===== config.mk =====
export PLATFORM = sky130hd
export DESIGN_NAME = text_console_writer
export DESIGN_NICKNAME = d
export VERILOG_FILES = /design/src/rtl/console_pkg.sv /design/src/rtl/console_addr_calc.sv /design/src/rtl/text_console_writer.sv
export SDC_FILE = /design/constraint.sdc
export NUM_CORES = 1
export LEC_CHECK = 0
export CORE_AREA = 2 2 72 74
export CTS_BUF_LIST = sky130_fd_sc_hd__clkbuf_2 sky130_fd_sc_hd__clkbuf_4 sky130_fd_sc_hd__clkbuf_8
export DETAILED_ROUTE_END_ITERATION = 7
export DIE_AREA = 0 0 74 76
export HOLD_SLACK_MARGIN = 0.1
export PLACE_DENSITY_LB_ADDON = 0.15
export SETUP_SLACK_MARGIN = 0.3
export SLEW_MARGIN = 20
export SYNTH_ARGS = -nofsm -noshare
export SYNTH_HDL_FRONTEND = slang
export SYNTH_HIERARCHICAL = 1
export SYNTH_SLANG_ARGS = --single-unit

===== constraint.sdc =====
create_clock -name in_main_clock -period 8.5 [get_ports in_main_clock]
set_clock_uncertainty 0.15 [all_clocks]
set_input_delay 1.7 -clock in_main_clock [delete_from_list [all_inputs] [get_ports in_main_clock]]
set_output_delay 1.7 -clock in_main_clock [all_outputs]
set_load 0.05 [all_outputs]

===== src/rtl/console_pkg.sv =====
// Shared geometry, control codes and state encoding for the text console writer.
// The address calculator is shift-add specific to a 40-column screen.
package console_pkg;

  localparam int COLS   = 40;
  localparam int ROWS   = 32;
  localparam int ADDR_W = 11;
  localparam int COL_W  = 6;
  localparam int ROW_W  = 5;

  localparam logic [7:0] BLANK_CHAR = 8'h20;

  localparam logic [COL_W-1:0] LAST_COL = COL_W'(COLS - 1);
  localparam logic [ROW_W-1:0] LAST_ROW = ROW_W'(ROWS - 1);

  localparam logic [7:0] CC_BS = 8'h08;
  localparam logic [7:0] CC_LF = 8'h0A;
  localparam logic [7:0] CC_FF = 8'h0C;
  localparam logic [7:0] CC_CR = 8'h0D;

  localparam logic [7:0] PRINT_LO = 8'h20;
  localparam logic [7:0] PRINT_HI = 8'h7E;

  typedef enum logic [1:0] {
    CLEAR_ALL,
    IDLE,
    CLEAR_LINE
  } console_state_t;

endpackage


===== src/rtl/console_addr_calc.sv =====
// Row/column to linear character RAM address: row*40 + col as (row<<5)+(row<<3)+col.
module console_addr_calc
  import console_pkg::*;
(
  input  logic [COL_W-1:0]  col,
  input  logic [ROW_W-1:0]  row,
  output logic [ADDR_W-1:0] addr
);

  logic [ADDR_W-1:0] row_w;
  logic [ADDR_W-1:0] col_w;

  assign row_w = ADDR_W'(row);
  assign col_w = ADDR_W'(col);
  assign addr  = (row_w << 5) + (row_w << 3) + col_w;

endmodule


===== src/rtl/text_console_writer.sv =====
// Byte-stream to character RAM writer for a 40x32 text terminal: cursor tracking,
// control codes, and full-screen / single-row blanking.
//
// state      | meaning
// CLEAR_ALL  | blanking every cell, row-major from address 0
// IDLE       | accepting bytes, one per cycle
// CLEAR_LINE | blanking the row the cursor just entered
module text_console_writer
  import console_pkg::*;
(
  input  logic              in_main_clock,
  input  logic              in_reset,
  input  logic              in_char_valid,
  input  logic [7:0]        in_char_data,
  output logic              out_char_ready,
  output logic [ADDR_W-1:0] out_wr_address,
  output logic [7:0]        out_wr_data,
  output logic              out_wr_enable,
  output logic [COL_W-1:0]  out_cursor_x,
  output logic [ROW_W-1:0]  out_cursor_y,
  output logic              out_busy
);

  console_state_t    state;
  logic [COL_W-1:0]  cur_x;
  logic [ROW_W-1:0]  cur_y;
  logic [COL_W-1:0]  clr_col;
  logic [ROW_W-1:0]  clr_row;

  logic [COL_W-1:0]  calc_col;
  logic [ROW_W-1:0]  calc_row;
  logic [ADDR_W-1:0] calc_addr;
  logic [ROW_W-1:0]  next_row;
  logic              accept;
  logic              is_print;

  assign out_char_ready = (state == IDLE);
  assign out_busy       = ~out_char_ready;
  assign out_cursor_x   = cur_x;
  assign out_cursor_y   = cur_y;

  assign accept   = in_char_valid & out_char_ready;
  assign is_print = (in_char_data >= PRINT_LO) && (in_char_data <= PRINT_HI);
  assign next_row = (cur_y == LAST_ROW) ? '0 : cur_y + ROW_W'(1);

  // One calculator serves both paths; a clear line has already moved cur_y to the new row.
  always_comb begin
    calc_col = clr_col;
    calc_row = cur_y;
    if (state == IDLE)
      calc_col = (in_char_data == CC_BS) ? cur_x - COL_W'(1) : cur_x;
    if (state == CLEAR_ALL)
      calc_row = clr_row;
  end

  console_addr_calc u_addr_calc (
    .col  (calc_col),
    .row  (calc_row),
    .addr (calc_addr)
  );

  always_ff @(posedge in_main_clock or posedge in_reset) begin
    if (in_reset) begin
      state          <= CLEAR_ALL;
      cur_x          <= '0;
      cur_y          <= '0;
      clr_col        <= '0;
      clr_row        <= '0;
      out_wr_enable  <= 1'b0;
      out_wr_address <= '0;
      out_wr_data    <= '0;
    end else begin
      out_wr_enable <= 1'b0;
      case (state)
        CLEAR_ALL: begin
          out_wr_enable  <= 1'b1;
          out_wr_address <= calc_addr;
          out_wr_data    <= BLANK_CHAR;
          if (clr_col == LAST_COL) begin
            clr_col <= '0;
            if (clr_row == LAST_ROW) begin
              clr_row <= '0;
              state   <= IDLE;
            end else begin
              clr_row <= clr_row + ROW_W'(1);
            end
          end else begin
            clr_col <= clr_col + COL_W'(1);
          end
        end

        CLEAR_LINE: begin
          out_wr_enable  <= 1'b1;
          out_wr_address <= calc_addr;
          out_wr_data    <= BLANK_CHAR;
          if (clr_col == LAST_COL) begin
            clr_col <= '0;
            state   <= IDLE;
          end else begin
            clr_col <= clr_col + COL_W'(1);
          end
        end

        IDLE: begin
          if (accept) begin
            if (is_print) begin
              out_wr_enable  <= 1'b1;
              out_wr_address <= calc_addr;
              out_wr_data    <= in_char_data;
              if (cur_x == LAST_COL) begin
                cur_x <= '0;
                cur_y <= next_row;
                state <= CLEAR_LINE;
              end else begin
                cur_x <= cur_x + COL_W'(1);
              end
            end else begin
              case (in_char_data)
                CC_CR: cur_x <= '0;
                CC_LF: begin
                  cur_y <= next_row;
                  state <= CLEAR_LINE;
                end
                CC_BS: begin
                  if (cur_x != '0) begin
                    cur_x          <= cur_x - COL_W'(1);
                    out_wr_enable  <= 1'b1;
                    out_wr_address <= calc_addr;
                    out_wr_data    <= BLANK_CHAR;
                  end
                end
                CC_FF: begin
                  cur_x <= '0;
                  cur_y <= '0;
                  state <= CLEAR_ALL;
                end
                default: ;
              endcase
            end
          end
        end

        default: state <= CLEAR_ALL;
      endcase
    end
  end

endmodule


# Word-level counts from Yosys, hierarchy flattened
# Cells that the tools add are included.
# Widths: inputs -> output; s select.
dict set report word_totals {
  wordCells 88
  inputBits 11
  output_inout_bits 33
  reg_bits 44
}
dict set report op_classes {
  n_mux 36
  n_lt_le_gt_ge 2
  n_reduce_logical 13
  n_eq_ne 20
  n_addsub 7
  bitwise 2
}
# cell n
set ops {}
lappend ops {{$mux 11} 4}
lappend ops {{$mux 6} 6}
lappend ops {{$eq 8x4->1 const B} 4}
lappend ops {{$mux 8} 4}
lappend ops {{$mux 5} 5}
lappend ops {{$pmux 11 s2} 1}
lappend ops {{$pmux 8 s2} 1}
lappend ops {{$add 6x1->6 const B} 2}
lappend ops {{$eq 6x6->1 const B} 2}
lappend ops {{$mux 2} 6}
lappend ops {{$pmux 6 s2} 1}
lappend ops {{$reduce_and 4->1} 3}
lappend ops {{$add 10x8->11} 1}
lappend ops {{$add 11x6->11} 1}
lappend ops {{$add 5x1->5 const B} 2}
lappend ops {{$eq 5x5->1 const B} 2}
lappend ops {{$pmux 5 s2} 1}
lappend ops {{$ge 8x6->1 const B} 1}
lappend ops {{$le 8x7->1 const B} 1}
lappend ops {{$ne 2x1->1 const B} 4}
lappend ops {{$ne 3x1->1 const B} 2}
lappend ops {{$ne 3x2->1 const B} 2}
lappend ops {{$pmux 2 s3} 1}
lappend ops {{$reduce_and 6->1} 1}
lappend ops {{17 further kinds} 22}

# Longest topological paths before layout
dict set report logic_depth {
  ltp_word 9
  depth_mapped 14
  ltp_nobuf 13
}

# Cells and area by module
# The synthesis kept the hierarchy.
# mod cells_each area_each_um2 seq_area_each_um2 instances
set modules_own_cells {}
lappend modules_own_cells {text_console_writer 246 2472.4 1101.1 1}
lappend modules_own_cells {console_addr_calc 38 321.6 0.0 1}

# Worst setup path before layout
# No wires, ideal clock.
dict set report synth_timing {
  path_kind {input-to-reg}
  from {input in_char_data[6]}
  to {register out_wr_address[10]}
  path_stages 13
  setup_time_ns 0.127
  slack_ns 3.406
  required_time_ns 8.223
  n_path_buf 0
  arrival_time_ns 4.816
  cell_sequence {or4b_4 nor2_1 nand2_1 xor2_1 o21ai_0 inv_1 fa_1 inv_1 fa_1 a21o_2 a21oi_1 o22ai_1 mux2_1}
}
dict set report synth_between {
  elab_chain_len 9
  word_cells_on_any_way 15
  classes_between {1 x add/sub; 2 x order compare; 3 x eq/ne; 7 x mux; 2 x reduce/logical}
}
# item line_no
set synth_rtl {}
lappend synth_rtl {{start, declared} text_console_writer.sv:14} ;# input logic [7:0] in_char_data,
lappend synth_rtl {{$eq 8x4->1 *} text_console_writer.sv:51} ;# calc_col = (in_char_data == CC_BS) ? cur_x - COL_W'(1) : cur_x;
lappend synth_rtl {{$mux 6 *} text_console_writer.sv:51}
lappend synth_rtl {{$mux 6 *} text_console_writer.sv:50} ;# if (state == IDLE)
lappend synth_rtl {{via calc_col[5]} text_console_writer.sv:30} ;# logic [COL_W-1:0] calc_col;
lappend synth_rtl {{$add 11x6->11 *} console_addr_calc.sv:15} ;# assign addr = (row_w << 5) + (row_w << 3) + col_w;
lappend synth_rtl {{via calc_addr[10]} text_console_writer.sv:32} ;# logic [ADDR_W-1:0] calc_addr;
lappend synth_rtl {{$mux 11} text_console_writer.sv:125} ;# if (cur_x != '0) begin
lappend synth_rtl {{$mux 11} text_console_writer.sv:118} ;# case (in_char_data)
lappend synth_rtl {{$mux 11} text_console_writer.sv:106} ;# if (is_print) begin
lappend synth_rtl {{$mux 11} text_console_writer.sv:105} ;# if (accept) begin
lappend synth_rtl {{$pmux 11 s2 *} text_console_writer.sv:74} ;# case (state)
lappend synth_rtl {{end signal, assigned} text_console_writer.sv:77} ;# out_wr_address <= calc_addr;
lappend synth_rtl {{end signal, assigned} text_console_writer.sv:108} ;# out_wr_address <= calc_addr;
lappend synth_rtl {{end signal, assigned} text_console_writer.sv:128} ;# out_wr_address <= calc_addr;
lappend synth_rtl {{end, declared} text_console_writer.sv:16} ;# output logic [ADDR_W-1:0] out_wr_address,
# Mark *: on every way through the listed nets, which the timed path passes. The rest lies on a longest branch. The select of a mux whose other input is x is not followed.
# A chain may end at the register's enable or synchronous reset.

# Worst setup path after layout
# Ends and elaborated chain as after synthesis.

==> out/results.tsv <==
stage	metric	value	unit
run_status	outcome	finished clean	
clocking	root buffer cell	clkbuf_8	
timing	Final min period	5.61	ns
min_path	Hold Path Sink	out_wr_address[4]$_DFFE_PP0P_	
place	number of port buffers	43	
clocking	# hold bufs at CTS	0	
yosys	post-synthesis area per instance	9.84	µm²
grt	Tot GR Track Use	0.232	
clocking	maximum root-to-sink buffer count	2	
final_layout	Final nets	354	
timing	final setup fails	0	
timing	fin worst setup slack	2.89	ns
final_layout	Antenna Cells	0	
yosys	Mapped Area	2790	µm²
pwr	sequential share of power	0.538	
pwr	Net Sw Frac	0.210	
clocking	Post-CTS Setup Repair Bufs	0	
routing	DR WL/cell	15.2	µm
critical_path	crit path DAT	5.64	ns
floorplan	I/O pin cnt	44	
grt	vias in the first global route	2234	
critical_path	worst reg2reg path endpoint	out_wr_address[10]$_DFFE_PP0P_	
pwr	Gate power share	0.049	
critical_path	Setup CP Type	primary input to flop	
min_path	Worst Hold Launch	out_wr_address[4]$_DFFE_PP0P_	
routing	final wirelength	5990	µm
routing	final antenna-violating net count	0	
timing	period utilization	0.660	
clocking	worst skew pair latency	0.29	ns
final_layout	# fillers	412	
place	dpl ws	2.58	ns
yosys	syn nets	314	
yosys	Post-synth EDFFs	0	
final_layout	layout cells sized above 1	0.0708	
yosys	register area share after synthesis	0.394	
yosys	Post-synth top flop	dfrtp_1	
clocking	post_cts resized	0	
critical_path	WP data required	8.53	ns
pwr	Psw	81.7	µW
pwr	power density over the cells	116	nW/µm²
floorplan	die area	5620	µm²
routing	iteration count of the initial detailed-routing pass	4	
grt	largest net degree at the start of global routing	45	
pwr	clock network power share	0.413	
routing	DRC violations left	0	
critical_path	startpoint type of the worst setup path	primary input	
place	placed cells	387	
min_path	hold path cells	1	
critical_path	CP Capture Type	flop	
pwr	Max rail drop VDD	0.0730	mV
critical_path	R2R setup slack	4.60	ns
routing	Iteration-0 DRC Markers	128	
floorplan	Core Region	4910	µm²
timing	setup TNS	0	ns
place	Final Wtd Congestion	0.880	
timing	Final Max Tran Viols	0	
timing	Final Hold Viols	0	
timing	max frequency	178	MHz
pwr	Leak Pwr	0.00146	µW
yosys	synth warn	6	
place	DP HPWL	4490	µm
floorplan	chip width	74	µm
floorplan	Core Rows	26	
timing	unrepaired setup endpoints after global routing	no	
grt	total gr overflow	0	
floorplan	Die H	76	µm
routing	via/cell ratio	5.86	
clocking	CTS Buf Count	5	
timing	actual slew at the worst max-slew pin	1.01	ns
critical_path	crit path max fanout	8	
place	placed cell area	3250	µm²
clocking	Reg clk slew, reported paths	0.08	ns
grt	first-pass GRT wire length	10400	µm
floorplan	Initial Util	0.569	
routing	vias	2313	
critical_path	R2R Path Start	out_cursor_x[0]$_DFFE_PP0P_	
final_layout	final instance area	3360	µm²
grt	antenna violations before repair	0	
timing	Relative slew margins	0.319	
yosys	share of flip-flops with an asynchronous set or reset	1.00	
run	max_cap viols	0	
yosys	Seq cells post-synth	44	
min_path	Hold Path Class	flop to flop	
clocking	CTS H-tree lvls	2	
yosys	Yosys cell types	55	
critical_path	worst reg2reg path depth	13	
clocking	CTS Sinks	44	
final_layout	fin cells	395	
final_layout	Area growth syn-to-layout	20.2	%
clocking	CTS tree	yes	
pwr	P_int	307	µW
yosys	Synth Instances	284	
[kinds of logic after synthesis]
kind of cell,count (synthesis),synth area share
simple gates,98,0.191
compound gates,68,0.168
flops,44,0.394
buf+inv,25,0.0461
mux,19,0.0757
fa+ha+maj,19,0.0905
xor+xnor,11,0.0345
[area by class of cell]
type,count,area [µm²],area share
sequential,44,1100,0.328
tap,70,87.6,0.0261
inverter,14,57.6,0.0171
multi-input combinational,215,1560,0.466
clock inverter,2,35.0,0.0104
timing repair buffer,44,438,0.130
clock buffer,6,76.3,0.0227
[cells in the final DEF (no fill, tap or decap), types with 3 or more instances in the layout]
cell	instances
a21oi_1	4
nand2b_1	6
nand3b_1	3
mux2_1	12
a21o_1	3
nor3_1	10
nand3_1	9
clkdlybuf4s50_1	43
o21ai_0	23
a31oi_1	3
a22o_1	7
mux2_2	5
and3_1	6
inv_1	12
nor2_1	12
nor3b_1	5
xnor2_1	5
nand2_1	29
dfrtp_1	44
ha_1	17
clkbuf_8	5
xor2_1	6
o31ai_1	10
[state kept, by name, indices dropped and copies added (netlist names)]
| register | cells |
|---|---|
| out_cursor_y | 5 |
| clr_row | 5 |
| clr_col | 6 |
| out_wr_data | 8 |
| out_wr_address | 11 |
| out_cursor_x | 6 |
| out_wr_enable | 1 |
| state | 2 |
[worst max path at each step]
stage                          startpoint                             end  slack [ns]  depth (start not counted)
after floorplan           in_char_data[6]  out_wr_address[10]$_DFFE_PP0P_        3.41                         13
after global placement    in_char_data[6]  out_wr_address[10]$_DFFE_PP0P_        2.67                         14
after CTS                 in_char_data[6]  out_wr_address[10]$_DFFE_PP0P_        2.87                         14
after detailed placement  in_char_data[6]  out_wr_address[10]$_DFFE_PP0P_        2.58                         14
final                     in_char_data[6]  out_wr_address[10]$_DFFE_PP0P_        2.89                         14
after global routing      in_char_data[6]  out_wr_address[10]$_DFFE_PP0P_        2.67                         14
[Yosys cell counts, types with 2 or more instances]
cell       number  area, µm²
nor2b_1         2       12.5
xnor2_1         5       43.8
and3_1          6       37.5
a31oi_1         3       18.8
buf_4           3       22.5
a22o_1          7       61.3
inv_1          13       48.8
nor3b_1         5       37.5
nand3_1         9       45.0
nand2_1        29        109
o2bb2ai_1       2       17.5
or2_2           2       12.5
a211oi_1        2       15.0
dfrtp_1        44       1100
nor2_1         12       45.0
xor2_1          6       52.6
o21ai_1         2       10.0
nand4_1         2       12.5
nand2b_1        6       37.5
clkbuf_1        6       22.5
ha_1           17        213
mux2_1         12        135
fa_1            2       40.0
o31ai_1        10       75.1
o21bai_1        2       15.0
nand3b_1        3       22.5
and2_1          2       12.5
mux2_2          5       56.3
nor3_1         10       50.1
a21oi_1         4       20.0
o21ai_0        23        115
and4_1          2       17.5
a21o_1          3       22.5
mux2i_1         2       20.0
[per-stage QoR]
step | hold slack [ns] | util | total power, µW
2_1_floorplan | 0.303 | - | 223
3_3_place_gp | 0.320 | 0.661 | 232
3_5_place_dp | 0.324 | 0.661 | 232
4_1_cts | 0.342 | 0.684 | 392
5_1_grt | 0.367 | 0.684 | 403
6_report | 0.340 | 0.684 | 389
[worst max-delay path: stages]
cell and delay (ns):
clkdlybuf4s50_1 0.53, or4b_4 0.61, nor2_1 0.36, nand2_1 0.12, xor2_1 0.16, o21ai_0 0.14
inv_1 0.08, fa_1 0.54, inv_1 0.07, fa_1 0.46, a21o_2 0.20, a21oi_1 0.23
o22ai_1 0.13, mux2_1 0.31
[layer usage]
| layer | GRT usage | share of wire | vias up |
|---|---|---|---|
| li1 | - | - | 1112 |
| met1 | 0.312 | 0.43 | 1099 |
| met2 | 0.372 | 0.50 | 89 |
| met3 | 0.0410 | 0.050 | 13 |
| met4 | 0.0800 | 0.018 | 0 |
| met5 | 0 | 0 | - |
[power groups by stage]
stage               clock network, µW  registers, µW  logic [µW]
finish                            161            209        18.9
global route                      173            209        21.2
CTS                               164            209        19.1
detailed placement                  0            213        19.1
global placement                    0            213        18.8
floorplan                           0            213        9.35
No activity file was read; power rests on OpenSTA's default activity.
